<file path="src/rtl/alu_issue_scheduler_pkg.sv">
// Shared types for the ALU issue scheduler: ALU control word,
// operand word, op encoding, scheduler states and op latency lookup.
package alu_issue_scheduler_pkg;

  typedef logic [63:0] MemoryWord;

  typedef enum logic [4:0] {
    ALU_ADD, ALU_SUB, ALU_AND, ALU_OR,
    ALU_XOR, ALU_SLL, ALU_SRL, ALU_SRA,
    ALU_SLT, ALU_SLTU, ALU_BEQ, ALU_BNE,
    ALU_BLT, ALU_BGE, ALU_MUL, ALU_MULH,
    ALU_MULHU, ALU_MULW, ALU_DIV, ALU_DIVU,
    ALU_REM, ALU_REMU, ALU_DIVW, ALU_DIVUW,
    ALU_REMW, ALU_REMUW
  } aluop_e;

  typedef struct packed {
    aluop_e aluop;
    logic   imm_sel;
  } control_bits;

  typedef enum logic [1:0] {
    IDLE,
    EXEC,
    DONE
  } sched_state_e;

  function automatic int unsigned alu_op_latency(
    aluop_e      op,
    int unsigned mul_lat,
    int unsigned div_lat
  );
    unique case (op)
      ALU_MUL, ALU_MULH,
      ALU_MULHU, ALU_MULW: return mul_lat;
      ALU_DIV, ALU_DIVU,
      ALU_REM, ALU_REMU,
      ALU_DIVW, ALU_DIVUW,
      ALU_REMW, ALU_REMUW: return div_lat;
      default:             return 1;
    endcase
  endfunction

endpackage

</file>
<file path="src/rtl/alu_issue_scheduler_rr_arbiter.sv">
// Round-robin arbiter: first requester at or after ptr wins,
// wrapping from N-1 back to 0.
module rr_arbiter #(
  parameter int N  = 4,
  parameter int IW = (N > 1) ? $clog2(N) : 1
) (
  input  logic [N-1:0]  req,
  input  logic [IW-1:0] ptr,
  output logic [N-1:0]  gnt,
  output logic [IW-1:0] idx,
  output logic          any
);

  logic [IW-1:0] j;

  always_comb begin
    gnt = '0;
    idx = '0;
    any = 1'b0;
    j   = '0;
    for (int k = 0; k < N; k++) begin
      j = IW'((int'(ptr) + k) % N);
      if (!any && req[j]) begin
        gnt[j] = 1'b1;
        idx    = j;
        any    = 1'b1;
      end
    end
  end

endmodule

</file>
<file path="src/rtl/alu_issue_scheduler.sv">
// Shares one combinational ALU among reservation stations and
// broadcasts the tagged result on the CDB with valid/ready.
module alu_issue_scheduler
  import alu_issue_scheduler_pkg::*;
#(
  parameter int NUM_REQ = 4,
  parameter int TAG_W   = 6,
  parameter int MUL_LAT = 3,
  parameter int DIV_LAT = 16
) (
  input  logic               clk,
  input  logic               reset,
  input  logic               flush,
  input  logic [NUM_REQ-1:0] req_valid,
  output logic [NUM_REQ-1:0] req_ready,
  input  control_bits        req_ctrl [NUM_REQ],
  input  MemoryWord          req_srcA [NUM_REQ],
  input  MemoryWord          req_srcB [NUM_REQ],
  input  logic [TAG_W-1:0]   req_tag  [NUM_REQ],
  output control_bits        alu_ctrl,
  output MemoryWord          alu_srcA,
  output MemoryWord          alu_srcB,
  input  MemoryWord          alu_result,
  input  logic               alu_zero,
  output logic               cdb_valid,
  input  logic               cdb_ready,
  output logic [TAG_W-1:0]   cdb_tag,
  output MemoryWord          cdb_result,
  output logic               cdb_zero,
  output logic               busy
);

  localparam int MAX_LAT = (MUL_LAT > DIV_LAT) ? MUL_LAT : DIV_LAT;
  localparam int CW      = $clog2(MAX_LAT + 1);
  localparam int IW      = (NUM_REQ > 1) ? $clog2(NUM_REQ) : 1;

  sched_state_e      state, state_n;
  logic [IW-1:0]     rr_ptr, rr_ptr_n;
  logic [CW-1:0]     cnt, cnt_n;
  logic [NUM_REQ-1:0] gnt;
  logic [IW-1:0]     gnt_idx;
  logic              gnt_any;
  logic              can_grant;
  logic              take;
  int unsigned       win_lat;
  logic              held;
  MemoryWord         res_q;
  logic              zero_q;

  rr_arbiter #(
    .N  (NUM_REQ),
    .IW (IW)
  ) u_arb (
    .req (req_valid),
    .ptr (rr_ptr),
    .gnt (gnt),
    .idx (gnt_idx),
    .any (gnt_any)
  );

  // A grant can ride on the same cycle as a CDB handshake.
  assign can_grant = !reset && !flush &&
    ((state == IDLE) || ((state == DONE) && cdb_ready));
  assign take      = can_grant && gnt_any;
  assign req_ready = take ? gnt : '0;
  assign win_lat   = alu_op_latency(
    req_ctrl[gnt_idx].aluop,
    MUL_LAT, DIV_LAT);

  always_comb begin
    state_n  = state;
    cnt_n    = cnt;
    rr_ptr_n = rr_ptr;
    unique case (state)
      IDLE: state_n = IDLE;
      EXEC: begin
        cnt_n = cnt - CW'(1);
        if (cnt == CW'(1)) state_n = DONE;
      end
      DONE: if (cdb_ready) state_n = IDLE;
      default: state_n = IDLE;
    endcase
    if (take) begin
      cnt_n    = CW'(win_lat - 1);
      rr_ptr_n = (gnt_idx == IW'(NUM_REQ - 1)) ?
        '0 : gnt_idx + IW'(1);
      state_n  = (win_lat > 1) ? EXEC : DONE;
    end
    if (flush) state_n = IDLE;
  end

  always_ff @(posedge clk) begin
    if (reset) begin
      state    <= IDLE;
      rr_ptr   <= '0;
      cnt      <= '0;
      alu_ctrl <= '0;
      alu_srcA <= '0;
      alu_srcB <= '0;
      cdb_tag  <= '0;
      held     <= 1'b0;
      res_q    <= '0;
      zero_q   <= 1'b0;
    end else begin
      state  <= state_n;
      rr_ptr <= rr_ptr_n;
      cnt    <= cnt_n;
      if (take) begin
        alu_ctrl <= req_ctrl[gnt_idx];
        alu_srcA <= req_srcA[gnt_idx];
        alu_srcB <= req_srcB[gnt_idx];
        cdb_tag  <= req_tag[gnt_idx];
      end
      // Result is taken straight from the ALU on the first DONE
      // cycle and held in res_q while the CDB stalls.
      if ((state == DONE) && !held) begin
        res_q  <= alu_result;
        zero_q <= alu_zero;
      end
      held <= (state == DONE) && (state_n == DONE) && !take;
    end
  end

  assign cdb_valid  = (state == DONE);
  assign cdb_result = held ? res_q : alu_result;
  assign cdb_zero   = held ? zero_q : alu_zero;
  assign busy       = (state != IDLE);

endmodule
</file>
<file path="config.mk">
export PLATFORM = sky130hd
export DESIGN_NAME = alu_issue_scheduler
export DESIGN_NICKNAME = d
export VERILOG_FILES = /design/src/rtl/alu_issue_scheduler_pkg.sv /design/src/rtl/alu_issue_scheduler_rr_arbiter.sv /design/src/rtl/alu_issue_scheduler.sv
export SDC_FILE = /design/constraint.sdc
export NUM_CORES = 1
export LEC_CHECK = 0
export BUFFER_PORTS_ARGS = -buffer_cell sky130_fd_sc_hd__buf_4
export CORE_AREA = 2 2 327 329
export CTS_CLUSTER_SIZE = 30
export DETAILED_ROUTE_END_ITERATION = 7
export DIE_AREA = 0 0 329 331
export GPL_TIMING_DRIVEN = 1
export SYNTH_ARGS = -nofsm -noshare
export SYNTH_HDL_FRONTEND = slang
export SYNTH_SLANG_ARGS = --single-unit
</file>
<file path="constraint.sdc">
create_clock -name clk -period 5.17 [get_ports clk]
set_input_delay 1.034 -clock clk [delete_from_list [all_inputs] [get_ports clk]]
set_output_delay 1.034 -clock clk [all_outputs]
set_load 0.05 [all_outputs]
</file>
Yosys cells after proc, flatten, opt, wreduce, memory -nomap -nowiden
Memory sizes are Yosys's and may differ from the RTL's.
Index checks and enable logic that the tools add are counted.
Word-level totals
  logic and storage cells: 114
  output and inout bits: 211
  memories kept: 1
  flip-flop bits (word level): 215
  input bits: 633
  ROM bits: 96
Operators by class
  reductions and logical operators: 25
  magnitude comparators: 10
  bitwise gates (word level): 4
  eq/ne operators: 5
  muxes and demuxes: 52
  add/sub/neg operators: 6
Memory list
  (name not given): words 32, width 3, read ports 1, clocked after memory_dff 0, write ports 0, RTL line alu_issue_scheduler_pkg.sv:33  | unique case (op)
Operators by type and width (count)
  64-bit two-way mux: 5
  64-bit binary-select mux with 2-bit select: 2
  32-bit by 1-bit greater-than comparator with 1-bit output, second input constant: 1
  6-bit binary-select mux with 2-bit select: 2
  6-bit two-way mux: 4
  2-bit two-way mux: 10
  4-bit two-way mux: 5
  1-bit logical AND: 14
  1-bit two-way mux: 13
  2-bit by 3-bit < comparator with 1-bit output, second input constant: 4
  4-bit OR: 3
  5-bit two-way mux: 2
  5-bit by 1-bit subtractor with 5-bit output, second input constant: 2
  1-bit binary-select mux with 2-bit select: 4
  1-bit demux with 2-bit select: 4
  2-bit by 1-bit >= comparator with 1-bit output, second input constant: 4
  1-bit zero test: 7
  2-bit equality test, second input constant: 3
  5-bit by 1-bit equality test with 1-bit output, second input constant: 1
  2-bit by 1-bit adder with 2-bit output, second input constant: 2
  2-bit adder, second input constant: 2
  2-bit case mux with 2 select lines: 1
  2-bit nonzero test: 2
  3-bit >= comparator, second input constant: 1
  other kinds (4): 4

Longest topological paths before layout
Gate-level depths: netlist of run 1.
An unclocked memory read counts as a cell.
  depth after elaboration: 24
  mapped depth: 17
  gate-level depth less buffers: 14

Cells and area by module
A second synthesis of run 1 with hierarchy kept.
Unflattened totals
  cell total of the unflattened synthesis: 1255
  area total of the unflattened synthesis: 12435.7 µm²
Modules (own cells, without submodules)
  alu_issue_scheduler: times used 1, cells an instance 1210, area each 12014.0 µm², seq. area each 4304.1 µm²
  rr_arbiter: times used 1, cells an instance 45, area each 421.7 µm², seq. area each 0.0 µm²

Worst setup path before layout of run 1
Ideal clock, no wire load.
  path type: register to output
  from: register rr_ptr[0]
  to: output port req_ready[0]
  arrival time: 2.771 ns
  stages on the path, launching flop included: 11
  data required time: 4.136 ns
  path buffers: 2
  path slack: 1.365 ns
  path through: dfxtp_1 > buf_6 > inv_1 > ha_1 > buf_6 > mux4_2 > nor2b_4 > a22oi_1 > nor2_1 > a221oi_1 > nor2_1
Between the ends
  word-level cells in the longest chain between the ends: 14
  elaborated cells between the ends (all ways): 50
  those cells by class: add/sub: 3; order compare: 8; mux: 25; bitwise: 3; reduce/logical: 11
RTL lines
  start, declared: RTL line alu_issue_scheduler.sv:38  | logic [IW-1:0] rr_ptr, rr_ptr_n;
  start signal, assigned: RTL line alu_issue_scheduler.sv:106  | rr_ptr <= rr_ptr_n;
  branches (longest 13 deep; another with 2-bit by 3-bit < comparator with 1-bit output)
  4-bit two-way mux (*): RTL line alu_issue_scheduler.sv:65  | assign req_ready = take ? gnt : '0;
  end, declared: RTL line alu_issue_scheduler.sv:15  | output logic [NUM_REQ-1:0] req_ready,
Every way passes the cells marked *. The select of a mux whose other input is x is not followed.

Final worst setup path of run 1
  from: register rr_ptr[0]
  to: output port req_ready[1]
The elaborated chain is that of the path after synthesis.

==> impl_metrics.tcl, run 1 <==
set metrics [dict create \
    run_status "finished, final reports clean" \
    cts_made_buffers 29 \
    worstSkewPairLatency_ns 0.59 \
    post-cts-setup-buffer-count 0 \
    min_period_ns 4.78 \
    total_die_area_um2 109000 \
    route.detailed.drc 0 \
    met2RoutedLength_um 39700 \
    clk_pin_slew_worst_paths_ns 0.06 \
    seq_area_frac_synth_pct 32.4 \
    gr-usage-all-layers_pct 14.0 \
    period_share_pct 92.5 \
    cell_count_after_synthesis 2023 \
    firstDrtPassIters 7 \
    global_placer_s_final_weighted_congestion 0.902 \
    power-per-cell-area_nw_per_um2 420 \
    grt_max_degree 150 \
    pin_count 844 \
    worst_hold_slack_ns 0.451 \
    hold_buffers 0 \
    route.detailed.wl_per_inst_um 19.7 \
    cts_repair_resize_count 0 \
    leakage_uw 0.0102 \
    hold_path_class "reg -> reg" \
    wirelength_um 82100 \
    cts_tree "yes" \
    wl_met3_um 8810 \
    mapped_avg_cell_area_um2 6.56 \
    critical_path_peak_fanout 17 \
    global_route_wire_length_before_repair_um 112000 \
    route.top_layer_used "met5" \
    synth_cell_types 48 \
    hold_viol 0 \
    detail_route.vias_per_cell 4.02 \
    timing.setup.tns_ns 0 \
    place.detailed.hpwl_um 63800 \
    grt_setup_unrepaired "false" \
    tritoncts_num_sinks 215 \
    core_area_um2 105000 \
    horizontal_die_dimension_um 329 \
    dr.first_iter.drc_count 1067 \
    worst_clock_skew_ns 0.00970 \
    cts_htree_levels 1 \
    area_growth_pct 64.9 \
    crit_type "reg -> out" \
    postSynthNetCount 2671 \
    final-setup-viol-count 0 \
    irDropWorstVdd_mv 0.272 \
    number_of_antenna_violations_at_the_first_check_in_global_routing 19 \
    rr_startpoint "rr_ptr[0]$_SDFFE_PP0P_" \
    postSynthRegisterBits 215 \
    std_cell_rows 119 \
    timing_worst_slew_pin_value_ns 0.980 \
    global_route.overflow_total 0 \
    worstSetupStartpoint "rr_ptr[0]$_SDFFE_PP0P_" \
    postRouteAntennaNets 0 \
    routedLengthMet1_um 31000 \
    start_util_pct 12.6 \
    num-nets-final 3391 \
    crit_path_end_kind "primary output" \
    worst_setup_path_start_kind "register" \
    first_global_vias 15700 \
    synthesis.area_um2 13300 \
    holdCritStartpoint "res_q[28]$_SDFFE_PP0P_" \
    cp_data_arrival_time_ns 3.75 \
    required_ns 4.14 \
    drv_slew 0 \
    root_buffer "sky130_fd_sc_hd__clkbuf_16" \
    route.vias.total 16700 \
    max_buffers_root_to_sink 3 \
    slew_headroom_pct 34.6 \
    num-fill-cells 11900 \
    max_clock_freq_ghz 0.209 \
    max_cap_violations 0 \
    proportion_of_layout_cells_with_a_drive_suffix_above_1_pct 36.1 \
    height_of_the_chip_um 331 \
    buffer_ports.inserted 843 \
    synth_warnings 0 \
]
layout make-up:
class / instances / area, um2 / share of cell area, %
diodes: 8 / 20.0 / 0.0915
clock buffers: 39 / 825 / 3.77
clock inverters: 11 / 118 / 0.537
inverters: 10 / 50.0 / 0.229
multi-input cells: 1622 / 8250 / 37.7
flip-flops and latches: 215 / 4310 / 19.7
well taps: 1391 / 1740 / 7.95
repair buffers: 865 / 6570 / 30.0
power breakdown:
group | internal [uW] | leakage (uW) | total, uW | switching [uW]
sequential | 2000 | 0.00177 | 2230 | 227
combinational | 1500 | 0.00800 | 4910 | 3400
clock | 1210 | 0.000462 | 2060 | 854
total | 4710 | 0.0102 | 9190 | 4490
stage by stage:
stage                     instance area (um2)  cells  power [uW]  setup slack, ns  util, %
final                                   21900   4161        9190            0.387     20.9
after global placement                  20900   4103        7200            0.847     19.9
after global routing                    21900   4160        9780           0.0626     20.8
after floorplan                         13300   2023        5240             1.36        -
after CTS                               21900   4153        9360            0.253     20.8
after detailed placement                20900   4103        7220            0.742     19.9
placed cells by master, fill, tap and decap left out, types with 6 or more instances in the layout:
master and count:
sky130_fd_sc_hd__buf_4 858, sky130_fd_sc_hd__nand2_1 820, sky130_fd_sc_hd__nand3_1 409, sky130_fd_sc_hd__dfxtp_1 214, sky130_fd_sc_hd__nand3b_1 140, sky130_fd_sc_hd__a21oi_1 73, sky130_fd_sc_hd__mux2_2 67, sky130_fd_sc_hd__clkbuf_16 30
sky130_fd_sc_hd__nor2_1 19, sky130_fd_sc_hd__ha_1 15, sky130_fd_sc_hd__mux2i_1 14, sky130_fd_sc_hd__diode_2 8, sky130_fd_sc_hd__inv_1 8, sky130_fd_sc_hd__a22oi_1 6, sky130_fd_sc_hd__buf_12 6
path summary, 6_finish.rpt:
| kind | end | slack (ns) | cells after the start |
|---|---|---|---|
| setup / recovery | req_ready[1] | 0.39 | 8 |
| hold / removal | res_q[28]$_SDFFE_PP0P_ | 0.45 | 2 |
| setup reg to reg | cnt[4]$_SDFFE_PP0P_ | 0.71 | 13 |
| hold reg to reg | res_q[28]$_SDFFE_PP0P_ | 0.45 | 2 |
per-layer routing:
layer  track usage [%]  up-vias
li1                  -     8203
met1              16.1     7667
met2              23.6      741
met3              5.69      102
met4              4.54       16
met5                 0        -
critical path, cell delays in order, from the launching register on:
cell and delay, ns:
sky130_fd_sc_hd__dfxtp_1 0.75, sky130_fd_sc_hd__inv_1 0.25, sky130_fd_sc_hd__ha_1 0.57, sky130_fd_sc_hd__mux4_2 0.65
sky130_fd_sc_hd__a22oi_1 0.21, sky130_fd_sc_hd__nor2_1 0.05, sky130_fd_sc_hd__a221oi_1 0.31, sky130_fd_sc_hd__nor2_1 0.14
sky130_fd_sc_hd__buf_4 0.22
flip-flops by register name, summed over array words and instances (netlist names):
name / cells
alu_srcA: 64
alu_srcB: 64
res_q: 64
alu_ctrl: 6
cdb_tag: 6
cnt: 5
rr_ptr: 2
state: 2
held: 1
zero_q: 1
kinds of logic after synthesis:
group | synth area share [%]
flops | 32.4
simple gates | 48.4
fa+ha+maj | 1.41
buf+inv | 5.61
mux | 7.39
xor+xnor | 0.264
compound gates | 4.48
cell usage after synthesis (all sizes together):
| library cell | n | area [um2] |
|---|---|---|
| o211ai | 3 | 22.5 |
| a31oi | 1 | 6.26 |
| nor4 | 3 | 25.0 |
| or2 | 1 | 6.26 |
| a21oi | 73 | 365 |
| buf | 27 | 144 |
| o31ai | 3 | 22.5 |
| inv | 10 | 40.0 |
| o21bai | 3 | 22.5 |
| nand2b | 3 | 18.8 |
| a311oi | 1 | 8.76 |
| a221oi | 4 | 35.0 |
| o22ai | 2 | 12.5 |
| clkbuf | 149 | 561 |
| and3 | 3 | 23.8 |
| and4 | 1 | 8.76 |
| dfxtp | 215 | 4300 |
| ha | 15 | 188 |
| xor2 | 2 | 17.5 |
| and2 | 2 | 12.5 |
| nor2 | 19 | 71.3 |
| mux4 | 2 | 45.0 |
| nand3 | 409 | 2050 |
| a22oi | 6 | 45.0 |
| o32a | 1 | 10.0 |
| o21ai | 3 | 15.0 |
| mux2 | 67 | 754 |
| xnor2 | 2 | 17.5 |
| mux2i | 17 | 181 |
| nor2b | 5 | 38.8 |
| a211oi | 2 | 20.0 |
| nor3 | 4 | 20.0 |
| nand2 | 821 | 3080 |
| nor4b | 2 | 17.5 |
| a211o | 1 | 8.76 |
| nand3b | 140 | 1050 |
| or3 | 1 | 6.26 |
(Power assumes the default switching activity.)
==> run 2: changes to the inputs <==
--- a/config.mk
+++ b/config.mk
@@ -6,10 +6,10 @@
 export NUM_CORES = 1
 export LEC_CHECK = 0
 export BUFFER_PORTS_ARGS = -buffer_cell sky130_fd_sc_hd__buf_4
-export CORE_AREA = 2 2 327 329
+export CORE_AREA = 8 8 323 325
 export CTS_CLUSTER_SIZE = 30
 export DETAILED_ROUTE_END_ITERATION = 7
-export DIE_AREA = 0 0 329 331
+export DIE_AREA = 0 0 331 333
 export GPL_TIMING_DRIVEN = 1
 export SYNTH_ARGS = -nofsm -noshare
 export SYNTH_HDL_FRONTEND = slang
==> constraint.sdc (replaced) <==
create_clock -name clk -period 5.17 [get_ports clk]
set_input_delay 1.034 -clock clk [delete_from_list [all_inputs] [get_ports clk]]
set_output_delay 1.034 -clock clk [all_outputs]
set_load 0.005 [all_outputs]
==> run 2 against run 1 <==
Cell count fell by 2.3%. Non-clock buffer count is the same. Hold slack hardly changed. First-iteration DRC count fell by 16%. Combinational power fell by 24%. Core utilization grew 1.1 points. Flip-flop and latch count unchanged. Clock power up 8%. Design area is 0.37% lower. Largest cell class unchanged.
==> impl_metrics.tcl, run 2 (synthesized netlist as in run 1, its figures left out) <==
set metrics [dict create \
    run_status "finished, final reports clean" \
    dpl.cell_count 4010 \
    rr_startpoint "rr_ptr[0]$_SDFFE_PP0P_" \
    detail_route.vias_per_cell 4.12 \
    route.detailed.wl_per_inst_um 20.8 \
    global_placer_s_final_weighted_congestion 0.841 \
    tritoncts_num_sinks 215 \
    core_area_um2 99300 \
    num-nets-final 3392 \
    buffer_ports.inserted 843 \
    total_net_switching_power_uw 3380 \
    place.detailed.hpwl_um 66900 \
    dr.first_iter.drc_count 894 \
    final_util_pct 22.0 \
    final-setup-viol-count 0 \
    cts_htree_levels 1 \
    required_ns 4.14 \
    period_share_pct 89.6 \
    worst_path_most_repeated_cell "sky130_fd_sc_hd__nor2_1" \
    internal_power_uw 4800 \
    grt_setup_unrepaired "false" \
    root_buffer "sky130_fd_sc_hd__clkbuf_16" \
    timing.critical_path.slowest_stage_cell "sky130_fd_sc_hd__dfxtp_1" \
    hold_path_class "reg -> reg" \
    cp_data_arrival_time_ns 3.60 \
    switching_share_of_total_power_pct 41.4 \
    crit_path_end_kind "primary output" \
    dp_slack_ns 0.833 \
    placedInstanceArea_um2 20800 \
    crit_type "reg -> out" \
    start_util_pct 13.4 \
    power.clock.fraction_pct 27.1 \
    global_route.overflow_total 0 \
    leakage_uw 0.0102 \
    regToRegSetupSlack_ns 0.80 \
    proportion_of_layout_cells_with_a_drive_suffix_above_1_pct 36.0 \
    multi_input_comb_area_um2 8250 \
    max_cap_violations 0 \
    layout.cell_area.non_filler_um2 21800 \
    grt_max_degree 175 \
    global_route_wire_length_before_repair_um 117000 \
    final.setup.worst_slack_ns 0.540 \
    largest_stage_delay_on_the_critical_path_ns 0.75 \
    crit_chain "inv_1 > ha_1 > mux4_2 > a22oi_1 > nor2_1 > a221oi_1 > nor2_1 > buf_4" \
    hold_buffers 0 \
    worstSetupStartpoint "rr_ptr[0]$_SDFFE_PP0P_" \
    height_of_the_chip_um 333 \
    clk_pin_slew_worst_paths_ns 0.06 \
    irDropWorstVdd_mv 0.219 \
    max_clock_freq_ghz 0.216 \
    total_die_area_um2 110000 \
    finalNonFillerCells 4066 \
    route.vias.total 16700 \
    postRouteAntennaNets 0 \
    worst_setup_path_start_kind "register" \
    fraction_of_power_consumed_by_combinational_cells_pct 45.8 \
    cts_tree "yes" \
    first_global_vias 16900 \
    cts_repair_resize_count 0 \
    number_of_antenna_violations_at_the_first_check_in_global_routing 31 \
    critical_path_peak_fanout 17 \
    route.detailed.drc 0 \
    num-fill-cells 11300 \
    max_buffers_root_to_sink 3 \
    layout_common_cells "860 x sky130_fd_sc_hd__buf_4, 820 x sky130_fd_sc_hd__nand2_1, 409 x sky130_fd_sc_hd__nand3_1" \
    std_cell_rows 116 \
    horizontal_die_dimension_um 331 \
    timing_worst_slew_pin_value_ns 0.974 \
    hold_viol 0 \
    min_period_ns 4.63 \
    firstDrtPassIters 5 \
    timing.setup.tns_ns 0 \
    reg.largest.list "alu_srcA: 64 flops, alu_srcB: 64 flops, res_q: 64 flops" \
    layout_commonest_cell "sky130_fd_sc_hd__buf_4" \
    worstSkewPairLatency_ns 0.61 \
    gr-usage-all-layers_pct 14.3 \
    area_growth_pct 64.3 \
    worst_clock_skew_ns 0.0160 \
    power_frac_seq_pct 27.1 \
    worst_r2r_path_depth 14 \
    power-per-cell-area_nw_per_um2 375 \
    termination_of_the_worst_setup_path "req_ready[0]" \
    cts_made_buffers 30 \
    drv_slew 0 \
    wirelength_um 84500 \
    slew_headroom_pct 35.1 \
    post-cts-setup-buffer-count 0 \
    pin_count 844 \
    area.sequential_um2 4310 \
    worst_r2r_end "cnt[1]$_SDFFE_PP0P_" \
]
[run 2: changes by cell type in the layout (fill, tap and decap cells not counted), sizes merged]
cell      change
bufinv        +2
clkbuf        +2
clkinvlp      -1
diode         -3
inv           -2
[run 2: stage by stage]
step / hold slack [ns] / total power [uW]
after global routing: 0.461 / 8830
after detailed placement: 0.443 / 6100
final: 0.451 / 8180
after floorplan: 0.433 / 4200
after CTS: 0.452 / 8400
after global placement: 0.438 / 6070
[run 2: cell type report]
class                   count  share of cell area, %
diodes                      5                 0.0574
clock buffers              41                   3.91
clock inverters            10                  0.734
inverters                  10                  0.230
multi-input cells        1622                   37.9
flip-flops and latches    215                   19.7
well taps                1298                   7.45
repair buffers            865                   30.0
[run 2: power groups by stage]
stage               registers (uW)  logic [uW]  clock network (uW)
floorplan                     2220        1980                   0
global placement              2240        3840                   0
detailed placement            2240        3860                   0
CTS                           2220        3870                2310
global route                  2260        4200                2370
finish                        2220        3750                2220
[run 2: worst min-delay path by stage]
stage | start | end | depth (start not counted)
3_3_place_gp | res_q[3]$_SDFFE_PP0P_ | res_q[3]$_SDFFE_PP0P_ | 2
5_1_grt | res_q[31]$_SDFFE_PP0P_ | res_q[31]$_SDFFE_PP0P_ | 2
6_report | res_q[18]$_SDFFE_PP0P_ | res_q[18]$_SDFFE_PP0P_ | 2
2_1_floorplan | res_q[0]$_SDFFE_PP0P_ | res_q[0]$_SDFFE_PP0P_ | 2
4_1_cts | res_q[35]$_SDFFE_PP0P_ | res_q[35]$_SDFFE_PP0P_ | 2
3_5_place_dp | res_q[7]$_SDFFE_PP0P_ | res_q[7]$_SDFFE_PP0P_ | 2
[run 2: critical path: cells and delay by family, from the launching register on]
family                     cells  cell delay [ns]
AOI/OAI and AO/OA              2             0.46
DFF                            1             0.75
and+or+nand+nor                2             0.16
adders and majority gates      1             0.57
muxes                          1             0.65
buffers and inverters          2             0.40
[run 2: metal layers]
metal  global-route usage [%]  up-vias  wire [um]
met5                        0        -        126
met4                     3.95       20       2790
met3                     6.66      144      10100
met2                     25.1      722      40900
met1                     15.2     7663      30500
li1                         -     8189          -
==> run 3: changes to the inputs <==
--- a/config.mk
+++ b/config.mk
@@ -6,6 +6,7 @@
 export NUM_CORES = 1
 export LEC_CHECK = 0
 export BUFFER_PORTS_ARGS = -buffer_cell sky130_fd_sc_hd__buf_4
+export CAP_MARGIN = 30
 export CORE_AREA = 8 8 323 325
 export CTS_CLUSTER_SIZE = 30
 export DETAILED_ROUTE_END_ITERATION = 7
==> constraint.sdc (replaced) <==
create_clock -name clk -period 5.17 [get_ports clk]
set_input_delay 0.7755 -clock clk [delete_from_list [all_inputs] [get_ports clk]]
set_output_delay 0.7755 -clock clk [all_outputs]
set_load 0.005 [all_outputs]
==> run 3 against run 2 <==
First-iteration DRC count rose by 17%. Total power fell by 0.26%. Maximum frequency fell by 1.1%. Highest routed layer unchanged.
==> impl_metrics.tcl, run 3 (synthesized netlist as in run 1, its figures left out) <==
set metrics [dict create \
    run_status "finished, final reports clean" \
    hold_buffers 0 \
    timing.setup.tns_ns 0 \
    min_period_ns 4.68 \
    gr-usage-all-layers_pct 14.0 \
    busiest_layer "met2" \
    global_placer_s_final_weighted_congestion 0.840 \
    max_cap_violations 0 \
    dr.first_iter.drc_count 1044 \
    switching_share_of_total_power_pct 41.0 \
    cts_made_buffers 29 \
    cts_tree "yes" \
    largest_stage_delay_on_the_critical_path_ns 0.75 \
    cp_num_cells 12 \
    route.detailed.drc 0 \
    start_util_pct 13.4 \
    reg.largest.list "alu_srcA: 64 flops, alu_srcB: 64 flops, res_q: 64 flops" \
    met2_usage_pct 24.2 \
    slew_headroom_pct 31.3 \
    grt_max_degree 176 \
    total_die_area_um2 110000 \
    internal_power_uw 4810 \
    worst_path_most_repeated_cell "sky130_fd_sc_hd__ha_1" \
    firstDrtPassIters 5 \
    cp_data_arrival_time_ns 5.14 \
    grt_setup_unrepaired "false" \
    crit_chain "inv_1 > ha_1 > mux4_2 > o211ai_1 > and2_4 > inv_6 > mux2i_2 > or3_1 > and3_4 > ha_1 > a311oi_1 > a211oi_2" \
    root_buffer "sky130_fd_sc_hd__clkbuf_16" \
    wirelength_um 83200 \
    max_buffers_root_to_sink 3 \
    height_of_the_chip_um 333 \
    power_frac_seq_pct 27.2 \
    regToRegSetupSlack_ns 0.49 \
    worstSkewPairLatency_ns 0.60 \
    first_global_vias 16500 \
    area_growth_pct 64.5 \
    power-per-cell-area_nw_per_um2 374 \
    number_of_antenna_violations_at_the_first_check_in_global_routing 32 \
    num-nets-final 3390 \
    buffer_ports.inserted 843 \
    drv_slew 0 \
    worstSetupStartpoint "rr_ptr[0]$_SDFFE_PP0P_" \
    route.detailed.wl_per_inst_um 20.4 \
    critical_path_peak_fanout 39 \
    final-setup-viol-count 0 \
    num-fill-cells 11200 \
    power.clock.fraction_pct 27.0 \
    timing_worst_slew_pin_value_ns 1.03 \
    layout_commonest_cell "sky130_fd_sc_hd__buf_4" \
    crit_type "reg -> reg" \
    max_clock_freq_ghz 0.214 \
    worst_clock_skew_ns 0.0218 \
    leakage_uw 0.0103 \
    crit_path_end_kind "register" \
    termination_of_the_worst_setup_path "cnt[4]$_SDFFE_PP0P_" \
    post-cts-setup-buffer-count 0 \
    use_met3_pct 7.22 \
    tritoncts_num_sinks 215 \
    total_net_switching_power_uw 3350 \
    horizontal_die_dimension_um 331 \
    worst_setup_path_start_kind "register" \
    layout_common_cells "858 x sky130_fd_sc_hd__buf_4, 820 x sky130_fd_sc_hd__nand2_1, 409 x sky130_fd_sc_hd__nand3_1" \
    cts_htree_levels 1 \
    rr_startpoint "rr_ptr[0]$_SDFFE_PP0P_" \
    core_area_um2 99300 \
    period_share_pct 90.6 \
    hold_path_class "in -> reg" \
    buf_inv_on_cp 2 \
    pin_count 844 \
    critPathTopFamily "simple AND/OR/NAND/NOR gates" \
    worst_r2r_end "cnt[4]$_SDFFE_PP0P_" \
    detail_route.vias_per_cell 4.11 \
    worst_hold_slack_ns 0.447 \
    clk_pin_slew_worst_paths_ns 0.06 \
    route.vias.total 16700 \
    global_route.overflow_total 0 \
    timing.critical_path.slowest_stage_cell "sky130_fd_sc_hd__dfxtp_1" \
    postRouteAntennaNets 0 \
    fraction_of_power_consumed_by_combinational_cells_pct 45.8 \
    final_util_pct 22.0 \
    hold_viol 0 \
    irDropWorstVdd_mv 0.204 \
    required_ns 5.63 \
    proportion_of_layout_cells_with_a_drive_suffix_above_1_pct 36.1 \
    cts_repair_resize_count 0 \
    grt.met1_usage_pct 15.1 \
    global_route_wire_length_before_repair_um 115000 \
    worst_r2r_path_depth 12 \
    std_cell_rows 116 \
    place.detailed.hpwl_um 65900 \
]
run 3: changes by cell type in the layout (fill, tap and decap cells not counted), sizes merged:
cell / change
diode: +8
buf: -1
clkinv: -3
inv: +2
clkbuf: +2
run 3: worst min-delay path by stage:
stage | startpoint | to | cells past startpoint
after floorplan | res_q[0]$_SDFFE_PP0P_ | res_q[0]$_SDFFE_PP0P_ | 2
after global placement | res_q[63]$_SDFFE_PP0P_ | res_q[63]$_SDFFE_PP0P_ | 2
after detailed placement | res_q[34]$_SDFFE_PP0P_ | res_q[34]$_SDFFE_PP0P_ | 2
after CTS | alu_result[37] | res_q[37]$_SDFFE_PP0P_ | 3
after global routing | alu_result[13] | res_q[13]$_SDFFE_PP0P_ | 3
final | alu_result[10] | res_q[10]$_SDFFE_PP0P_ | 3
run 3: routing by layer:
layer / wire length, um / up-vias
li1: - / 8217
met1: 30300 / 7634
met2: 40400 / 744
met3: 10300 / 125
met4: 2140 / 18
met5: 111 / -
run 3: final cells by class:
type,instances,area (um2),share of cell area (%)
diodes,13,32.5,0.149
clock buffers,43,868,3.98
clock inverters,9,155,0.710
inverters,10,50.0,0.229
multi-input cells,1622,8250,37.8
flip-flops and latches,215,4310,19.7
well taps,1298,1620,7.44
repair buffers,864,6550,30.0
run 3: power by group through the flow:
stage	Sequential (uW)	Clock, uW	Combinational [uW]
floorplan	2220	0	1980
global placement	2240	0	3820
detailed placement	2240	0	3830
CTS	2220	2290	3840
global route	2260	2350	4170
finish	2220	2210	3740
run 3: tightest hold or removal path: stages:
cell                      delay [ns]
sky130_fd_sc_hd__buf_4          0.11
sky130_fd_sc_hd__nand2_1        0.05
sky130_fd_sc_hd__a21oi_1        0.05
run 3: per-stage QoR:
stage | setup slack (ns) | instances | instance area, um2 | power [uW]
after floorplan | 1.56 | 2023 | 13300 | 4200
after global placement | 0.532 | 4009 | 20800 | 6050
after detailed placement | 0.431 | 4009 | 20800 | 6070
after CTS | 0.421 | 4061 | 21800 | 8350
after global routing | 0.142 | 4065 | 21800 | 8780
final | 0.487 | 4074 | 21800 | 8160
